[config.mk]
export PLATFORM = sky130hd
export DESIGN_NAME = bft_leaf_endpoint_flat
export DESIGN_NICKNAME = d
export VERILOG_FILES = /design/src/rtl/bft_leaf_endpoint_pkg.sv /design/src/rtl/bft_leaf_endpoint_if.sv /design/src/rtl/bft_leaf_endpoint_fifo.sv /design/src/rtl/bft_leaf_endpoint.sv /design/src/flat_wrapper.sv
export SDC_FILE = /design/constraint.sdc
export NUM_CORES = 1
export LEC_CHECK = 0
export CORE_MARGIN = 1.5
export CORE_UTILIZATION = 35
export CTS_BUF_LIST = sky130_fd_sc_hd__clkbuf_4 sky130_fd_sc_hd__clkbuf_8
export DETAILED_ROUTE_END_ITERATION = 10
export HOLD_SLACK_MARGIN = 0.15
export SLEW_MARGIN = 5
export SYNTH_ARGS = -nofsm -noshare
export SYNTH_HDL_FRONTEND = slang
export SYNTH_HIERARCHICAL = 1
export SYNTH_SLANG_ARGS = --single-unit
[constraint.sdc]
create_clock -name clk -period 15.7 [get_ports clk]
set_clock_uncertainty 0.15 [all_clocks]
set_input_delay 3.14 -clock clk [delete_from_list [all_inputs] [get_ports clk]]
set_output_delay 3.14 -clock clk [all_outputs]
set_load 0.005 [all_outputs]
[src/rtl/bft_leaf_endpoint_pkg.sv]
// Shared flit layout and start-controller state encoding for the BFT leaf endpoint.
package bft_leaf_pkg;

  localparam int FLIT_W    = 49;
  localparam int VALID_BIT = 48;
  localparam int ADDR_HI   = 47;
  localparam int ADDR_LO   = 43;
  localparam int PORT_HI   = 42;
  localparam int PORT_LO   = 39;
  localparam int DATA_HI   = 31;
  localparam int DATA_LO   = 0;

  typedef logic [FLIT_W-1:0] flit_t;

  typedef enum logic [1:0] {
    ST_IDLE,
    ST_COUNT,
    ST_RUN
  } start_state_e;

endpackage

[src/rtl/bft_leaf_endpoint_if.sv]
// Network-side flit bus of one leaf: uplink toward the tree, downlink from it.
interface bft_leaf_endpoint_if;
  import bft_leaf_pkg::*;

  flit_t up_flit;
  logic  up_valid;
  logic  up_ready;
  flit_t net_flit;
  logic  net_valid;
  logic  net_ready;

  modport master (output up_flit, up_valid, net_ready,
                  input  up_ready, net_flit, net_valid);

  modport slave  (input  up_flit, up_valid, net_ready,
                  output up_ready, net_flit, net_valid);
endinterface

[src/rtl/bft_leaf_endpoint_fifo.sv]
// Show-ahead synchronous FIFO; the caller only pushes when there is room (or a pop
// happens in the same cycle) and only pops when not empty.
module leaf_sync_fifo #(
  parameter int WIDTH = 49,
  parameter int DEPTH = 8
) (
  input  logic                       clk,
  input  logic                       reset,
  input  logic                       push,
  input  logic                       pop,
  input  logic [WIDTH-1:0]           wr_data,
  output logic [WIDTH-1:0]           rd_data,
  output logic                       full,
  output logic                       empty,
  output logic [$clog2(DEPTH):0]     count
);

  localparam int AW = $clog2(DEPTH);

  logic [WIDTH-1:0] mem [DEPTH];
  logic [AW-1:0]    wr_ptr;
  logic [AW-1:0]    rd_ptr;

  // NOTE: the storage array is deliberately not reset; count alone says which entries are live.
  always_ff @(posedge clk) begin
    if (push) mem[wr_ptr] <= wr_data;
  end

  always_ff @(posedge clk or posedge reset) begin
    if (reset) begin
      wr_ptr <= '0;
      rd_ptr <= '0;
      count  <= '0;
    end else begin
      if (push) wr_ptr <= wr_ptr + 1'b1;
      if (pop)  rd_ptr <= rd_ptr + 1'b1;
      case ({push, pop})
        2'b10:   count <= count + 1'b1;
        2'b01:   count <= count - 1'b1;
        default: count <= count;
      endcase
    end
  end

  assign rd_data = mem[rd_ptr];
  assign full    = (count == (AW+1)'(DEPTH));
  assign empty   = (count == '0);

endmodule

[src/rtl/bft_leaf_endpoint.sv]
// Network-side endpoint of one page leaf link: uplink buffer with resend, address-filtered
// downlink register, and the page ap_start generator. Optional drop counters: LEAF_STATS_EN.
module bft_leaf_endpoint
  import bft_leaf_pkg::*;
#(
  parameter logic [4:0] LEAF_ADDR   = 5'd0,
  parameter int         FIFO_DEPTH  = 8,
  parameter int         START_DELAY = 16
) (
  input  logic                       clk,
  input  logic                       reset,
  input  flit_t                      dout_leaf_interface2bft,
  output flit_t                      din_leaf_bft2interface,
  output logic                       resend,
  output logic                       ap_start,
  bft_leaf_endpoint_if.master        net
`ifdef LEAF_STATS_EN
  ,
  output logic [15:0]                stat_drop_up,
  output logic [15:0]                stat_drop_dn
`endif
);

  localparam int CNT_W = (START_DELAY > 2) ? $clog2(START_DELAY) : 1;
  localparam logic [CNT_W-1:0] CNT_LAST = CNT_W'((START_DELAY == 0) ? 0 : START_DELAY - 1);

  logic                          fifo_full;
  logic                          fifo_empty;
  logic [$clog2(FIFO_DEPTH):0]   fifo_count;
  logic                          push_req;
  logic                          pop;
  logic                          accept;
  logic                          drop;
  logic                          net_hit;

  // A full buffer still takes a flit when the head leaves in the same cycle.
  assign push_req     = dout_leaf_interface2bft[VALID_BIT];
  assign pop          = !fifo_empty && net.up_ready;
  assign accept       = push_req && (!fifo_full || pop);
  assign drop         = push_req && !accept;
  assign net.up_valid = (fifo_count != '0);

  leaf_sync_fifo #(
    .WIDTH (FLIT_W),
    .DEPTH (FIFO_DEPTH)
  ) u_up_fifo (
    .clk     (clk),
    .reset   (reset),
    .push    (accept),
    .pop     (pop),
    .wr_data (dout_leaf_interface2bft),
    .rd_data (net.up_flit),
    .full    (fifo_full),
    .empty   (fifo_empty),
    .count   (fifo_count)
  );

  assign net_hit = net.net_valid && net.net_flit[VALID_BIT]
                && (net.net_flit[ADDR_HI:ADDR_LO] == LEAF_ADDR);

  always_ff @(posedge clk or posedge reset) begin
    if (reset) begin
      din_leaf_bft2interface <= '0;
      resend                 <= 1'b0;
      net.net_ready          <= 1'b0;
    end else begin
      din_leaf_bft2interface <= net_hit ? net.net_flit : '0;
      resend                 <= drop;
      net.net_ready          <= 1'b1;
    end
  end

  start_state_e     state;
  logic [CNT_W-1:0] cnt;

  always_ff @(posedge clk or posedge reset) begin
    if (reset) begin
      state    <= ST_IDLE;
      cnt      <= '0;
      ap_start <= 1'b0;
    end else begin
      case (state)
        ST_IDLE: begin
          cnt <= '0;
          if (START_DELAY == 0) begin
            state    <= ST_RUN;
            ap_start <= 1'b1;
          end else begin
            state <= ST_COUNT;
          end
        end
        ST_COUNT: begin
          if (cnt == CNT_LAST) begin
            state    <= ST_RUN;
            ap_start <= 1'b1;
          end else begin
            cnt <= cnt + 1'b1;
          end
        end
        ST_RUN:  ap_start <= 1'b1;
        default: state    <= ST_IDLE;
      endcase
    end
  end

`ifdef LEAF_STATS_EN
  logic net_miss;
  assign net_miss = net.net_valid && net.net_flit[VALID_BIT]
                 && (net.net_flit[ADDR_HI:ADDR_LO] != LEAF_ADDR);

  always_ff @(posedge clk or posedge reset) begin
    if (reset) begin
      stat_drop_up <= '0;
      stat_drop_dn <= '0;
    end else begin
      if (drop && stat_drop_up != 16'hFFFF)     stat_drop_up <= stat_drop_up + 1'b1;
      if (net_miss && stat_drop_dn != 16'hFFFF) stat_drop_dn <= stat_drop_dn + 1'b1;
    end
  end
`endif

endmodule

[src/flat_wrapper.sv]
// flat-port wrapper written by rule: the top's interface ports become plain ports
module bft_leaf_endpoint_flat import bft_leaf_pkg::*;
#(
  parameter logic [4:0] LEAF_ADDR   = 5'd0,
  parameter int         FIFO_DEPTH  = 8,
  parameter int         START_DELAY = 16
)
  (clk, reset, dout_leaf_interface2bft, din_leaf_bft2interface, resend, ap_start, net_up_flit, net_up_valid, net_net_ready, net_up_ready, net_net_flit, net_net_valid);
  bft_leaf_endpoint_if net_i ();
  input  logic clk;
  input  logic reset;
  input  flit_t dout_leaf_interface2bft;
  output flit_t din_leaf_bft2interface;
  output logic resend;
  output logic ap_start;
  output wire logic [$bits(net_i.up_flit)-1:0] net_up_flit;
  output wire logic [$bits(net_i.up_valid)-1:0] net_up_valid;
  output wire logic [$bits(net_i.net_ready)-1:0] net_net_ready;
  input wire logic [$bits(net_i.up_ready)-1:0] net_up_ready;
  input wire logic [$bits(net_i.net_flit)-1:0] net_net_flit;
  input wire logic [$bits(net_i.net_valid)-1:0] net_net_valid;
  assign net_up_flit = net_i.up_flit;
  assign net_up_valid = net_i.up_valid;
  assign net_net_ready = net_i.net_ready;
  assign net_i.up_ready = net_up_ready;
  assign net_i.net_flit = net_net_flit;
  assign net_i.net_valid = net_net_valid;
  bft_leaf_endpoint #(.LEAF_ADDR(LEAF_ADDR), .FIFO_DEPTH(FIFO_DEPTH), .START_DELAY(START_DELAY)) u_core (.clk(clk), .reset(reset), .dout_leaf_interface2bft(dout_leaf_interface2bft), .din_leaf_bft2interface(din_leaf_bft2interface), .resend(resend), .ap_start(ap_start), .net(net_i));
endmodule
==> flow_results.xml <==
<?xml version="1.0" encoding="UTF-8"?>
<metrics>
  <group name="die">
    <metric name="num_io_pins" unit="">204</metric>
    <metric name="placeable_core_area" unit="mm^2">0.0488</metric>
    <metric name="die_area" unit="mm^2">0.0507</metric>
    <metric name="initial_core_util" unit="%">35.3</metric>
    <metric name="floorplan.die.height" unit="um">225</metric>
    <metric name="floorplan.die.width" unit="um">225</metric>
    <metric name="placement_rows" unit="">81</metric>
  </group>
  <group name="global_route">
    <metric name="number_of_antenna_violations_at_the_first_check_in_global_routing" unit="">2</metric>
    <metric name="grt_max_degree" unit="">67</metric>
    <metric name="wire_length_of_the_first_global_routing_pass" unit="mm">55.1</metric>
    <metric name="grt_use_total" unit="%">14.7</metric>
    <metric name="overflow" unit="">0</metric>
    <metric name="grt_pass1_vias" unit="">9140</metric>
  </group>
  <group name="cells_and_area">
    <metric name="layout.cells.most_common_list" unit="">sky130_fd_sc_hd__edfxtp_1, sky130_fd_sc_hd__clkdlybuf4s50_1, sky130_fd_sc_hd__mux4_2</metric>
    <metric name="multi_input_comb_area" unit="mm^2">0.00363</metric>
    <metric name="final_common_cell" unit="">sky130_fd_sc_hd__edfxtp_1</metric>
    <metric name="fin_area" unit="mm^2">0.0216</metric>
    <metric name="flow.area_growth_from_synthesis" unit="%">25.1</metric>
    <metric name="fillers" unit="">4284</metric>
    <metric name="nets_final" unit="">1140</metric>
    <metric name="fraction_of_final_layout_cells_sized_beyond_drive_strength_1" unit="%">27.6</metric>
    <metric name="seqCellArea" unit="mm^2">0.0135</metric>
  </group>
  <group name="timing">
    <metric name="grt_setup_unrepaired" unit="">no</metric>
    <metric name="setup_total_negative_slack" unit="ns">0</metric>
    <metric name="finalSetupViolations" unit="">0</metric>
    <metric name="min_period_over_period" unit="%">47.3</metric>
    <metric name="worst-slew-pin-transition" unit="ns">1.17</metric>
    <metric name="relSlewSlack" unit="%">21.6</metric>
    <metric name="hold_violation_total_from_the_final_report" unit="">0</metric>
    <metric name="fmax" unit="GHz">0.135</metric>
    <metric name="fin_crit" unit="ns">7.42</metric>
    <metric name="maxSlewViolCount" unit="">0</metric>
  </group>
  <group name="placement">
    <metric name="place.port_buffers" unit="">203</metric>
    <metric name="placement.cell_area" unit="mm^2">0.0201</metric>
    <metric name="place.detailed.hpwl" unit="mm">20.3</metric>
    <metric name="routabilityCongestion" unit="">0.723</metric>
  </group>
  <group name="yosys">
    <metric name="post_synth_instance_area" unit="mm^2">0.0173</metric>
    <metric name="synth.area.mux_share" unit="%">16.2</metric>
    <metric name="dominant_combinational_cell_family_by_area_after_synthesis" unit="">multiplexers</metric>
    <metric name="yosys-top-cells-area" unit="">sky130_fd_sc_hd__edfxtp_1, sky130_fd_sc_hd__mux4_2, sky130_fd_sc_hd__dfrtp_1, sky130_fd_sc_hd__mux2_2, sky130_fd_sc_hd__and2_1</metric>
    <metric name="synth_ff_type" unit="">sky130_fd_sc_hd__edfxtp_1</metric>
    <metric name="synth-xor-area-share" unit="%">0.355</metric>
    <metric name="synth_async_sr_flop_share" unit="%">14.8</metric>
    <metric name="number_of_enable_type_register_cells_in_the_synthesized_netlist" unit="">392</metric>
    <metric name="synth-adder-area-share" unit="%">0.435</metric>
    <metric name="yosys.area.top_type" unit="">sky130_fd_sc_hd__edfxtp_1</metric>
    <metric name="synth_cells" unit="">769</metric>
    <metric name="ys_seq_elements" unit="">460</metric>
    <metric name="yosysWarnings" unit="">6</metric>
    <metric name="synth_compound_gate_area_share" unit="%">0.689</metric>
    <metric name="synth.avg_cell_area" unit="um^2">22.4</metric>
    <metric name="synth_top_area_share" unit="%">68.2</metric>
    <metric name="seq_area_frac_synth" unit="%">78.0</metric>
    <metric name="yosys.area_share.simple" unit="%">2.88</metric>
    <metric name="synth_cell_type_count" unit="">44</metric>
  </group>
  <group name="power_and_ir_drop">
    <metric name="vdd.ir_drop.worst" unit="mV">0.0737</metric>
    <metric name="leakage" unit="nW">7.30</metric>
    <metric name="power_density_over_the_cells" unit="mW/mm^2">170</metric>
  </group>
  <group name="run_status">
    <metric name="status" unit="">finished, final reports clean</metric>
  </group>
  <group name="worst_setup_path">
    <metric name="crit_fanout" unit="">52</metric>
    <metric name="crit_required" unit="ns">12.41</metric>
    <metric name="critPathKind" unit="">reg -&gt; out</metric>
    <metric name="setup.worst_path.end_class" unit="">output pin</metric>
    <metric name="timing.critical_path.arrival" unit="ns">4.13</metric>
    <metric name="start_kind" unit="">flip-flop</metric>
  </group>
  <group name="route">
    <metric name="drc" unit="">0</metric>
    <metric name="amount_of_wire_on_met3_after_detailed_routing" unit="mm">2.75</metric>
    <metric name="postRouteAntennaNets" unit="">0</metric>
    <metric name="starting_drt_drc_count" unit="">438</metric>
    <metric name="overall_via_count_from_detail_route" unit="">8311</metric>
    <metric name="vias_per_cell" unit="">4.74</metric>
    <metric name="avgRoutedWirePerCell" unit="um">20.5</metric>
    <metric name="detailedRoute.firstPassIterationCount" unit="">4</metric>
    <metric name="length_of_routed_met2_wiring" unit="mm">17.2</metric>
    <metric name="route.layer.met1.wl" unit="mm">15.4</metric>
    <metric name="maxUsedRoutingLayer" unit="">met4</metric>
    <metric name="final_routed_wirelength" unit="mm">36.0</metric>
  </group>
  <group name="job">
    <metric name="cap_viol_max_count" unit="">0</metric>
  </group>
  <group name="worst_hold_path">
    <metric name="min_path_type" unit="">reg -&gt; reg</metric>
  </group>
  <group name="cts">
    <metric name="clk_transition_reported_paths" unit="ns">0.05</metric>
    <metric name="insertion_delay" unit="ns">0.62</metric>
    <metric name="cts_tree" unit="">done</metric>
    <metric name="cts_repair_resize_count" unit="">0</metric>
    <metric name="hold_buffers_post_cts" unit="">0</metric>
    <metric name="post_cts_buffers" unit="">0</metric>
    <metric name="cts_inserted_buffers" unit="">77</metric>
    <metric name="htreeDepth" unit="">3</metric>
    <metric name="clkSinkCount" unit="">460</metric>
    <metric name="deepest_clock_path_buffer_count" unit="">3</metric>
    <metric name="cts_root_buffer" unit="">sky130_fd_sc_hd__clkbuf_8</metric>
  </group>
</metrics>
layout make-up:
cell class | count | area share, %
Clock inverter | 26 | 0.782
Clock buffer | 110 | 6.14
Sequential cell | 460 | 62.4
Inverter | 9 | 0.156
Timing Repair Buffer | 215 | 9.82
Antenna cell | 2 | 0.0232
Multi-Input combinational cell | 269 | 16.8
Tap cell | 664 | 3.85
flip-flops by register name, summed over array words and instances (netlist names), 2 cells and up:
register	cells
u_core/u_up_fifo/mem	392
u_core/din_leaf_bft2interface	49
u_core/cnt	4
u_core/u_up_fifo/count	4
u_core/u_up_fifo/rd_ptr	3
u_core/u_up_fifo/wr_ptr	3
u_core/state	2
path summary, 6_finish.rpt:
| path | from | end | slack (ns) | cells past startpoint |
|---|---|---|---|---|
| worst max-delay path | u_core/u_up_fifo/rd_ptr[0] | net_up_flit[33] | 8.28 | 4 |
| worst min-delay path | u_core/ap_start | u_core/ap_start | 0.33 | 1 |
| worst max register to register | u_core/u_up_fifo/count[1] | u_core/u_up_fifo/mem[1][7] | 11.70 | 6 |
| worst min register to register | u_core/ap_start | u_core/ap_start | 0.33 | 1 |
| max in group asynchronous | reset | u_core/din_leaf_bft2interface[13] | 11.90 | 3 |
| min in group asynchronous | reset | u_core/resend | 2.65 | 2 |
kinds of logic after synthesis:
group,after synthesis
muxes,151
buffers and inverters,44
DFF,460
adders and majority gates,6
other,2
xor gates and xnor gates,7
AOI/OAI and AO/OA,17
and+or+nand+nor,82
worst max-delay path: stages (launching register included):
cell and delay (ns):
sky130_fd_sc_hd__dfrtp_4 1.10, sky130_fd_sc_hd__buf_4 0.96, sky130_fd_sc_hd__mux4_2 0.61, sky130_fd_sc_hd__mux2_2 0.34, sky130_fd_sc_hd__clkdlybuf4s50_1 0.47
metrics by stage:
step                      setup WS (ns)  hold WS [ns]  cells  util, %  power, mW
after floorplan                    7.79         0.315    773        -       2.22
after global placement             8.56         0.305   1617     41.2       2.69
after detailed placement           8.52         0.316   1617     41.2       2.70
after CTS                          7.99         0.332   1753     44.2       3.75
after global routing               7.82         0.382   1753     44.2       3.86
final                              8.28         0.326   1755     44.2       3.66
cells in the mapped netlist, types with 2 or more instances:
cell type                  instances
sky130_fd_sc_hd__buf_2            12
sky130_fd_sc_hd__dfrtp_1          68
sky130_fd_sc_hd__a21oi_1           5
sky130_fd_sc_hd__edfxtp_1        392
sky130_fd_sc_hd__nand3_1           3
sky130_fd_sc_hd__nor3_1            2
sky130_fd_sc_hd__o21a_1            2
sky130_fd_sc_hd__xnor2_1           4
sky130_fd_sc_hd__clkbuf_2          3
sky130_fd_sc_hd__inv_1             9
sky130_fd_sc_hd__mux2_2           52
sky130_fd_sc_hd__o31ai_1           2
sky130_fd_sc_hd__nand2b_1          6
sky130_fd_sc_hd__and3_1            2
sky130_fd_sc_hd__o311ai_0          2
sky130_fd_sc_hd__ha_1              6
sky130_fd_sc_hd__mux4_2           98
sky130_fd_sc_hd__buf_12            2
sky130_fd_sc_hd__xor2_1            3
sky130_fd_sc_hd__conb_1            2
sky130_fd_sc_hd__or4_1             2
sky130_fd_sc_hd__nor2_1            7
sky130_fd_sc_hd__clkbuf_1         15
sky130_fd_sc_hd__nand2_1           8
sky130_fd_sc_hd__and2_1           43
power by group:
group	leakage, nW	switching [mW]	total, mW	internal [mW]
Sequential	4.44	0.137	1.64	1.50
Combinational	2.06	0.405	0.996	0.591
Clock	0.799	0.462	1.02	0.562
Total	7.30	1.00	3.66	2.66
routing by layer:
layer / vias up / track usage (%)
li1: 3649 / -
met1: 4350 / 18.6
met2: 254 / 23.3
met3: 58 / 5.45
met4: 0 / 4.83
met5: - / 0
No activity file was read; power rests on OpenSTA's default activity.
